===== src/rtl/peripheral_timer_sched_ahb3.sv =====
// AHB3-Lite master that configures the peripheral timer and then re-arms each
// pending channel's TIMECMP by its period on every timer interrupt.
module peripheral_timer_sched_ahb3 #(
  parameter int                    HADDR_SIZE   = 32,
  parameter int                    HDATA_SIZE   = 32,
  parameter int                    TIMERS       = 3,
  parameter logic [HADDR_SIZE-1:0] TIMER_BASE   = '0,
  parameter logic [31:0]           MIN_PRESCALE = 32'd15
) (
  input  logic                   HCLK,
  input  logic                   HRESET,
  input  logic                   cfg_start,
  input  logic                   cfg_stop,
  input  logic [31:0]            cfg_prescale,
  input  logic [TIMERS*32-1:0]   cfg_period,
  input  logic [TIMERS-1:0]      cfg_enable,
  input  logic                   tint,
  output logic                   busy,
  output logic [TIMERS-1:0]      tick,
  output logic                   err,
  output logic [HADDR_SIZE-1:0]  HADDR,
  output logic [HDATA_SIZE-1:0]  HWDATA,
  input  logic [HDATA_SIZE-1:0]  HRDATA,
  output logic                   HWRITE,
  output logic [2:0]             HSIZE,
  output logic [2:0]             HBURST,
  output logic [3:0]             HPROT,
  output logic [1:0]             HTRANS,
  input  logic                   HREADY,
  input  logic                   HRESP
);

  localparam int IW = (TIMERS > 1) ? $clog2(TIMERS) : 1;

  typedef enum logic [3:0] {
    IDLE, RD_TLO, RD_THI, WR_CMP, WR_IEN, WR_PRE, WAIT, RD_PEND, REARM, WR_STOP, ERR
  } state_t;

  state_t                 state_q, state_d;
  logic                   dataPhase_q, dataPhase_d;
  logic                   lswHalf_q, lswHalf_d;
  logic [TIMERS-1:0]      workMask_q, workMask_d;
  logic [TIMERS-1:0]      enable_q, enable_d;
  logic [31:0]            prescale_q, prescale_d;
  logic [TIMERS*32-1:0]   period_q, period_d;
  logic [31:0]            tlo_q, tlo_d;
  logic [63:0]            cmp_q [TIMERS];
  logic [63:0]            cmp_d [TIMERS];
  logic [TIMERS-1:0]      tick_q, tick_d;
  logic                   err_q, err_d;
  logic                   stopPend_q, stopPend_d;

  logic                   isBus;
  logic                   badCfg;
  logic [IW-1:0]          idx;
  logic [TIMERS-1:0]      chanBit;
  logic [TIMERS-1:0]      pendNow;
  logic [31:0]            addrOff;

  assign isBus   = state_q inside {RD_TLO, RD_THI, WR_CMP, WR_IEN, WR_PRE, RD_PEND, REARM, WR_STOP};
  assign pendNow = HRDATA[TIMERS-1:0] & enable_q;
  assign busy    = (state_q != IDLE);
  assign tick    = tick_q;
  assign err     = err_q;
  assign HSIZE   = 3'b010;
  assign HBURST  = 3'b000;
  assign HPROT   = 4'b0011;
  assign HTRANS  = (isBus && !dataPhase_q) ? 2'b10 : 2'b00;
  assign HADDR   = TIMER_BASE + HADDR_SIZE'(addrOff);

  // Lowest channel still to be written in the current pass.
  always_comb begin
    idx     = '0;
    chanBit = '0;
    for (int i = TIMERS - 1; i >= 0; i--) begin
      if (workMask_q[i]) idx = IW'(i);
    end
    chanBit[idx] = 1'b1;
  end

  always_comb begin
    badCfg = (cfg_prescale < MIN_PRESCALE) || (cfg_enable == '0);
    for (int i = 0; i < TIMERS; i++) begin
      if (cfg_enable[i] && (cfg_period[32*i +: 32] == 32'h0)) badCfg = 1'b1;
    end
  end

  always_comb begin
    addrOff = 32'h0;
    HWDATA  = '0;
    HWRITE  = 1'b0;
    case (state_q)
      RD_TLO:  addrOff = 32'h10;
      RD_THI:  addrOff = 32'h14;
      WR_CMP, REARM: begin
        HWRITE  = 1'b1;
        addrOff = 32'h18 + 32'(idx) * 32'h10 + (lswHalf_q ? 32'h0 : 32'h4);
        HWDATA  = lswHalf_q ? HDATA_SIZE'(cmp_q[idx][31:0]) : HDATA_SIZE'(cmp_q[idx][63:32]);
      end
      WR_IEN: begin
        HWRITE  = 1'b1;
        addrOff = 32'hC;
        HWDATA  = HDATA_SIZE'(enable_q);
      end
      WR_PRE: begin
        HWRITE  = 1'b1;
        addrOff = 32'h0;
        HWDATA  = HDATA_SIZE'(prescale_q);
      end
      RD_PEND: addrOff = 32'h8;
      WR_STOP: begin
        HWRITE  = 1'b1;
        addrOff = 32'hC;
      end
      default: ;
    endcase
  end

  always_comb begin
    state_d     = state_q;
    dataPhase_d = dataPhase_q;
    lswHalf_d   = lswHalf_q;
    workMask_d  = workMask_q;
    enable_d    = enable_q;
    prescale_d  = prescale_q;
    period_d    = period_q;
    tlo_d       = tlo_q;
    cmp_d       = cmp_q;
    tick_d      = '0;
    err_d       = err_q;
    stopPend_d  = stopPend_q;

    // A stop request outside WAIT is remembered until WAIT is reached.
    if (cfg_stop && (state_q != IDLE) && (state_q != ERR)) stopPend_d = 1'b1;

    if (isBus) begin
      if (!dataPhase_q) begin
        dataPhase_d = 1'b1;
      end else if (HREADY) begin
        dataPhase_d = 1'b0;
        if (HRESP) begin
          state_d    = ERR;
          err_d      = 1'b1;
          stopPend_d = 1'b0;
        end else begin
          case (state_q)
            RD_TLO: begin
              tlo_d   = HRDATA[31:0];
              state_d = RD_THI;
            end
            RD_THI: begin
              for (int i = 0; i < TIMERS; i++) begin
                if (enable_q[i]) cmp_d[i] = {HRDATA[31:0], tlo_q} + 64'(period_q[32*i +: 32]);
              end
              workMask_d = enable_q;
              lswHalf_d  = 1'b0;
              state_d    = WR_CMP;
            end
            WR_CMP, REARM: begin
              if (!lswHalf_q) begin
                lswHalf_d = 1'b1;
              end else begin
                lswHalf_d  = 1'b0;
                workMask_d = workMask_q & ~chanBit;
                if (state_q == REARM) tick_d = chanBit;
                if ((workMask_q & ~chanBit) == '0) state_d = (state_q == WR_CMP) ? WR_IEN : WAIT;
              end
            end
            WR_IEN:  state_d = WR_PRE;
            WR_PRE:  state_d = WAIT;
            RD_PEND: begin
              if (pendNow == '0) begin
                state_d = WAIT;
              end else begin
                for (int i = 0; i < TIMERS; i++) begin
                  if (pendNow[i]) cmp_d[i] = cmp_q[i] + 64'(period_q[32*i +: 32]);
                end
                workMask_d = pendNow;
                lswHalf_d  = 1'b0;
                state_d    = REARM;
              end
            end
            WR_STOP: begin
              state_d    = IDLE;
              stopPend_d = 1'b0;
            end
            default: ;
          endcase
        end
      end
    end else begin
      case (state_q)
        IDLE, ERR: begin
          if (cfg_start) begin
            stopPend_d = 1'b0;
            if (badCfg) begin
              err_d   = 1'b1;
              state_d = IDLE;
            end else begin
              err_d       = 1'b0;
              enable_d    = cfg_enable;
              prescale_d  = cfg_prescale;
              period_d    = cfg_period;
              dataPhase_d = 1'b0;
              lswHalf_d   = 1'b0;
              state_d     = RD_TLO;
            end
          end
        end
        WAIT: begin
          if (stopPend_q || cfg_stop) begin
            stopPend_d = 1'b0;
            state_d    = WR_STOP;
          end else if (tint) begin
            state_d = RD_PEND;
          end
        end
        default: ;
      endcase
    end
  end

  always_ff @(posedge HCLK) begin
    if (HRESET) begin
      state_q     <= IDLE;
      dataPhase_q <= 1'b0;
      lswHalf_q   <= 1'b0;
      workMask_q  <= '0;
      enable_q    <= '0;
      prescale_q  <= '0;
      period_q    <= '0;
      tlo_q       <= '0;
      for (int i = 0; i < TIMERS; i++) cmp_q[i] <= '0;
      tick_q      <= '0;
      err_q       <= 1'b0;
      stopPend_q  <= 1'b0;
    end else begin
      state_q     <= state_d;
      dataPhase_q <= dataPhase_d;
      lswHalf_q   <= lswHalf_d;
      workMask_q  <= workMask_d;
      enable_q    <= enable_d;
      prescale_q  <= prescale_d;
      period_q    <= period_d;
      tlo_q       <= tlo_d;
      cmp_q       <= cmp_d;
      tick_q      <= tick_d;
      err_q       <= err_d;
      stopPend_q  <= stopPend_d;
    end
  end

endmodule


===== config.mk =====
export PLATFORM = sky130hd
export DESIGN_NAME = peripheral_timer_sched_ahb3
export DESIGN_NICKNAME = d
export VERILOG_FILES = /design/src/rtl/peripheral_timer_sched_ahb3.sv
export SDC_FILE = /design/constraint.sdc
export NUM_CORES = 1
export LEC_CHECK = 0
export CAP_MARGIN = 5
export CORE_ASPECT_RATIO = 2
export CORE_UTILIZATION = 26
export CTS_CLUSTER_DIAMETER = 80
export CTS_CLUSTER_SIZE = 25
export DETAILED_ROUTE_END_ITERATION = 8
export PLACE_DENSITY_LB_ADDON = 0.3
export RECOVER_POWER = 100
export SYNTH_ARGS = -nofsm -noshare
export SYNTH_HDL_FRONTEND = slang
export SYNTH_SLANG_ARGS = --single-unit

===== constraint.sdc =====
create_clock -name HCLK -period 6.8 [get_ports HCLK]
set_input_delay 1.02 -clock HCLK [delete_from_list [all_inputs] [get_ports HCLK]]
set_output_delay 1.02 -clock HCLK [all_outputs]
set_load 0.02 [all_outputs]

==> results by stage <==
Outcome:
- The run finished, with violations left.
- The final reports fail on max-capacitance violations, max-slew violations.

Critical path:
- Along the worst path, the maximum fanout reaches 27.
- Walking the worst path, the cells encountered are dlygate4sd3_1 -> o32ai_1 -> a21oi_1 -> clkbuf_1 -> nand3_1 -> nor2_4 -> clkbuf_1 -> clkbuf_1 -> mux2i_1 -> nor2_1.
- The worst setup path is of the in -> reg kind.
- The required time of the critical path is 7320 ps.
- The sort of element at the end of the critical path is a flop.
- For flop-to-flop paths, the worst setup slack is 390 ps.
- The critical path arrival is 7030 ps.
- The cell that appears most often on the critical path is sky130_fd_sc_hd__clkbuf_1.
- The cell type of the slowest stage on the worst timing path is sky130_fd_sc_hd__clkbuf_1.
- In this run the critical register-to-register path is captured at cmp_q[62].
- The start point of the critical path is cfg_enable[0].
- The worst stage delay on the critical path is 1670 ps.
- In this run the worst setup path terminates at period_q[92].
- The worst register-to-register path begins at state_q[2].
- The worst register-to-register path has a depth of 17.
- The worst setup path is launched from an input port.

Timing:
- At the pin with the least slew margin, the transition time is 2760 ps.
- The setup TNS after final layout is 0 ps.
- The final number of max-transition violations was 339.
- The worst-case headroom to the max-slew limit is -83.9%.
- On the final layout, the worst clock skew is 49.2 ps.
- The number of endpoints failing setup at the final stage is 0.
- Derived from the worst setup path, the maximum achievable clock frequency is 154 MHz.
- The count of final hold-check violations came to 0.
- The final critical path takes up 95.8% of the cycle.
- Setup repair after global routing left no endpoint under its margin.
- Counting I/O delays and the setup requirement, the final critical path takes 6510 ps.

Die:
- The floorplan row count is 168.
- In this run the vertical extent of the chip is 461 um.
- In this run the horizontal extent of the chip is 232 um.
- The initial utilization of the core area, before any placement, comes to 26.2%.
- The die covers 0.107 mm2.
- The area of the core region is 0.105 mm2.
- The number of ports placed on the die boundary is 252.

CTS:
- The clock drives 369 sinks.
- The hold buffer count at cts is 0.
- In this run the number of H-tree levels came out at 1.
- The number of gates resized after CTS was 0.
- Clock tree synthesis selected as its root buffer the cell sky130_fd_sc_hd__clkbuf_16.
- The maximum number of buffers from clock root to sink is 3.
- Clock-pin slew was measured on the worst setup and hold paths at 120 ps.
- TritonCTS created 19 clock buffers.
- The later pin in the worst-skew pair is clocked with a latency of 650 ps.
- Once the clock tree was built, the setup fixing pass inserted 0 buffers.
- TritonCTS built the clock tree.

Yosys:
- The average instance in the mapped netlist occupies 7.38 um2.
- Of all cell types, the one taking the most synthesized area is sky130_fd_sc_hd__dfxtp_1.
- In the synthesized netlist, the cells that appear most often are sky130_fd_sc_hd__nand2_1 (731), sky130_fd_sc_hd__dfxtp_1 (369), sky130_fd_sc_hd__nor2_1 (354).
- The share of the yosys chip area belonging to registers is 27.0%.
- The post-synthesis cell count is 3710.
- The number of flops mapped to enable cells by yosys is 0.
- Sorting the synthesized cells by area gives the leading types as sky130_fd_sc_hd__dfxtp_1 (27%), sky130_fd_sc_hd__nand2_1 (10%), sky130_fd_sc_hd__mux2i_1 (7.1%).
- The count of different cell masters after synthesis is 113.
- The synthesized design contains 369 register bits.
- Yosys instantiated no cell more often than sky130_fd_sc_hd__nand2_1.
- The async set-reset flop share out of synthesis is 0%.
- During synthesis, Yosys emitted a total of 0 warnings.
- In the synthesized netlist the dominant register cell turns out to be sky130_fd_sc_hd__dfxtp_1.
- Of the post-synthesis cell area, the dominant cell type holds 27.0%.
- The mapped netlist covers 0.0274 mm2.

Detailed routing:
- The overall via count from detail_route is 29400.
- The total wire length after detailed routing is 147000 um.
- After detailed routing, the number of vias per cell comes to 5.74.
- The post-route DRC violation count is 0.
- The per-cell routed wire length is 28.8 um.
- The DRC violation total after the first TritonRoute iteration is 2766.
- The number of optimization iterations in the first detailed-route pass is 6.
- The count of nets left with antenna violations once routing finished came out at 0.

Cells and area:
- The post-route standard cell area excluding fillers is 0.0310 mm2.
- The filler cells instantiated in the layout total 11500.
- The layout-stage area growth over the synthesis result is 13.2%.
- Of the cells placed in the final design, the portion with a size suffix greater than 1 is 5.49%.
- The sequential cells in the finished layout cover a total of 0.00739 mm2.
- The combined area of the multi-input logic cells is 0.0186 mm2.
- The final layout contains 4015 nets.

Hold path:
- The worst hold path class is reg -> reg.

Place:
- The placed wire-length estimate is 112000 um.
- Routability-driven placement finished with a final weighted congestion of 1.01.
- The placed instances occupy a cell area of 0.0307 mm2.
- Port buffering added 212 buffers.

Pwr:
- VDD sags by at most 0.147 mV.
- Summed over all cells, the static leakage comes to 11.3 nW.
- The power density of the placed cells is 189 mW/mm2.

GRT:
- The first global-routing pass estimated 205000 um of wire.
- Global routing used 26.9% of the available tracks across all layers.
- The number of antenna violations at the first check in global routing is 8.
- Summed over all layers, the global routing overflow is 0.
- The via count of the first global-routing pass is 28000.
- The maximum number of pins on one net before global-route repair is 109.

Flow run:
- The tool flagged a number of max-cap violations equal to 7.
## cells in the final DEF (no fill, tap or decap), types with 33 or more instances in the layout
master,synthesis,routed
sky130_fd_sc_hd__inv_1,43,43
sky130_fd_sc_hd__nor2_1,354,350
sky130_fd_sc_hd__nand2_1,731,730
sky130_fd_sc_hd__a22o_1,39,39
sky130_fd_sc_hd__a211oi_1,39,39
sky130_fd_sc_hd__xnor2_1,38,38
sky130_fd_sc_hd__a31oi_1,65,65
sky130_fd_sc_hd__o21ai_0,163,166
sky130_fd_sc_hd__dlygate4sd3_1,0,43
sky130_fd_sc_hd__a21o_1,65,65
sky130_fd_sc_hd__buf_4,49,45
sky130_fd_sc_hd__nand4_1,61,61
sky130_fd_sc_hd__a21oi_1,351,351
sky130_fd_sc_hd__and3_1,34,34
sky130_fd_sc_hd__nand3_1,141,140
sky130_fd_sc_hd__dfxtp_1,369,369
sky130_fd_sc_hd__clkdlybuf4s50_1,0,168
sky130_fd_sc_hd__nor3_1,69,70
sky130_fd_sc_hd__and2_1,35,33
sky130_fd_sc_hd__mux2i_1,195,195
sky130_fd_sc_hd__ha_1,97,97
sky130_fd_sc_hd__conb_1,2,39
## cell type report
class	instances	share of cell area, %
antenna	6	0.0484
clock buffer	20	1.55
clock inverter	6	0.145
inverter	43	0.521
multi-input combinational	3032	59.9
sequential	369	23.8
tap	1360	5.49
timing repair buffer	280	8.53
## kinds of logic (layout without fill, tap and decap cells)
logic type	Yosys count	count (layout)	share of synthesized area, %
simple gates	1590	1590	26.3
compound gates	979	979	23.2
flops	369	369	27.0
buf+inv	346	349	5.74
mux	254	254	10.9
fa+ha+maj	100	100	4.65
xor+xnor	70	70	2.24
other cells	2	45	0.0274
## report_power, final
group | internal [W] | switching (W) | leakage [nW]
clock | 0.000524 | 0.000890 | 0.261
combinational | 0.000747 | 0.00112 | 8.09
sequential | 0.00236 | 0.000210 | 2.99
total | 0.00363 | 0.00222 | 11.3
## state kept, by name (all words and copies together) (netlist names)
name,cells
err,1
state_q,4
cmp_q,192
dataPhase_q,1
stopPend_q,1
lswHalf_q,1
period_q,96
tlo_q,32
prescale_q,32
tick,3
enable_q,3
workMask_q,3
## worst min path at each step
stage              start         to  cells after the start
2_1_floorplan   tlo_q[0]   tlo_q[0]                      2
3_3_place_gp   tlo_q[29]  tlo_q[29]                      2
3_5_place_dp   tlo_q[18]  tlo_q[18]                      2
4_1_cts        tlo_q[18]  tlo_q[18]                      2
5_1_grt         tlo_q[1]   tlo_q[1]                      2
6_report       tlo_q[26]  tlo_q[26]                      2
## stage by stage
step                hold slack [ps]  std cells  setup slack, ps  utilization, %  total power (W)
floorplan                       437       3747             1670               -          0.00383
global route                    480       5112              177            29.6          0.00610
detailed placement              447       5084              899            29.3          0.00448
finish                          463       5116              286            29.6          0.00585
CTS                             461       5110              884            29.8          0.00587
global placement                442       5084              997            29.3          0.00446
## critical path: cells and delay by family
| kind | cells | cell delay (ps) |
|---|---|---|
| simple gates | 3 | 1050 |
| compound gates | 2 | 530 |
| mux | 1 | 290 |
| buf+inv | 4 | 4090 |
## per-layer routing
metal  GRT usage [%]  share of wire (%)  vias to the layer above
li1                -                  -                    13400
met1            27.1                 34                    14200
met5               0              0.033                        -
met2            47.2                 49                     1333
met4            25.7                 11                        8
met3            3.58                5.4                      461
Note: power is estimated with default switching activity, not from simulation.
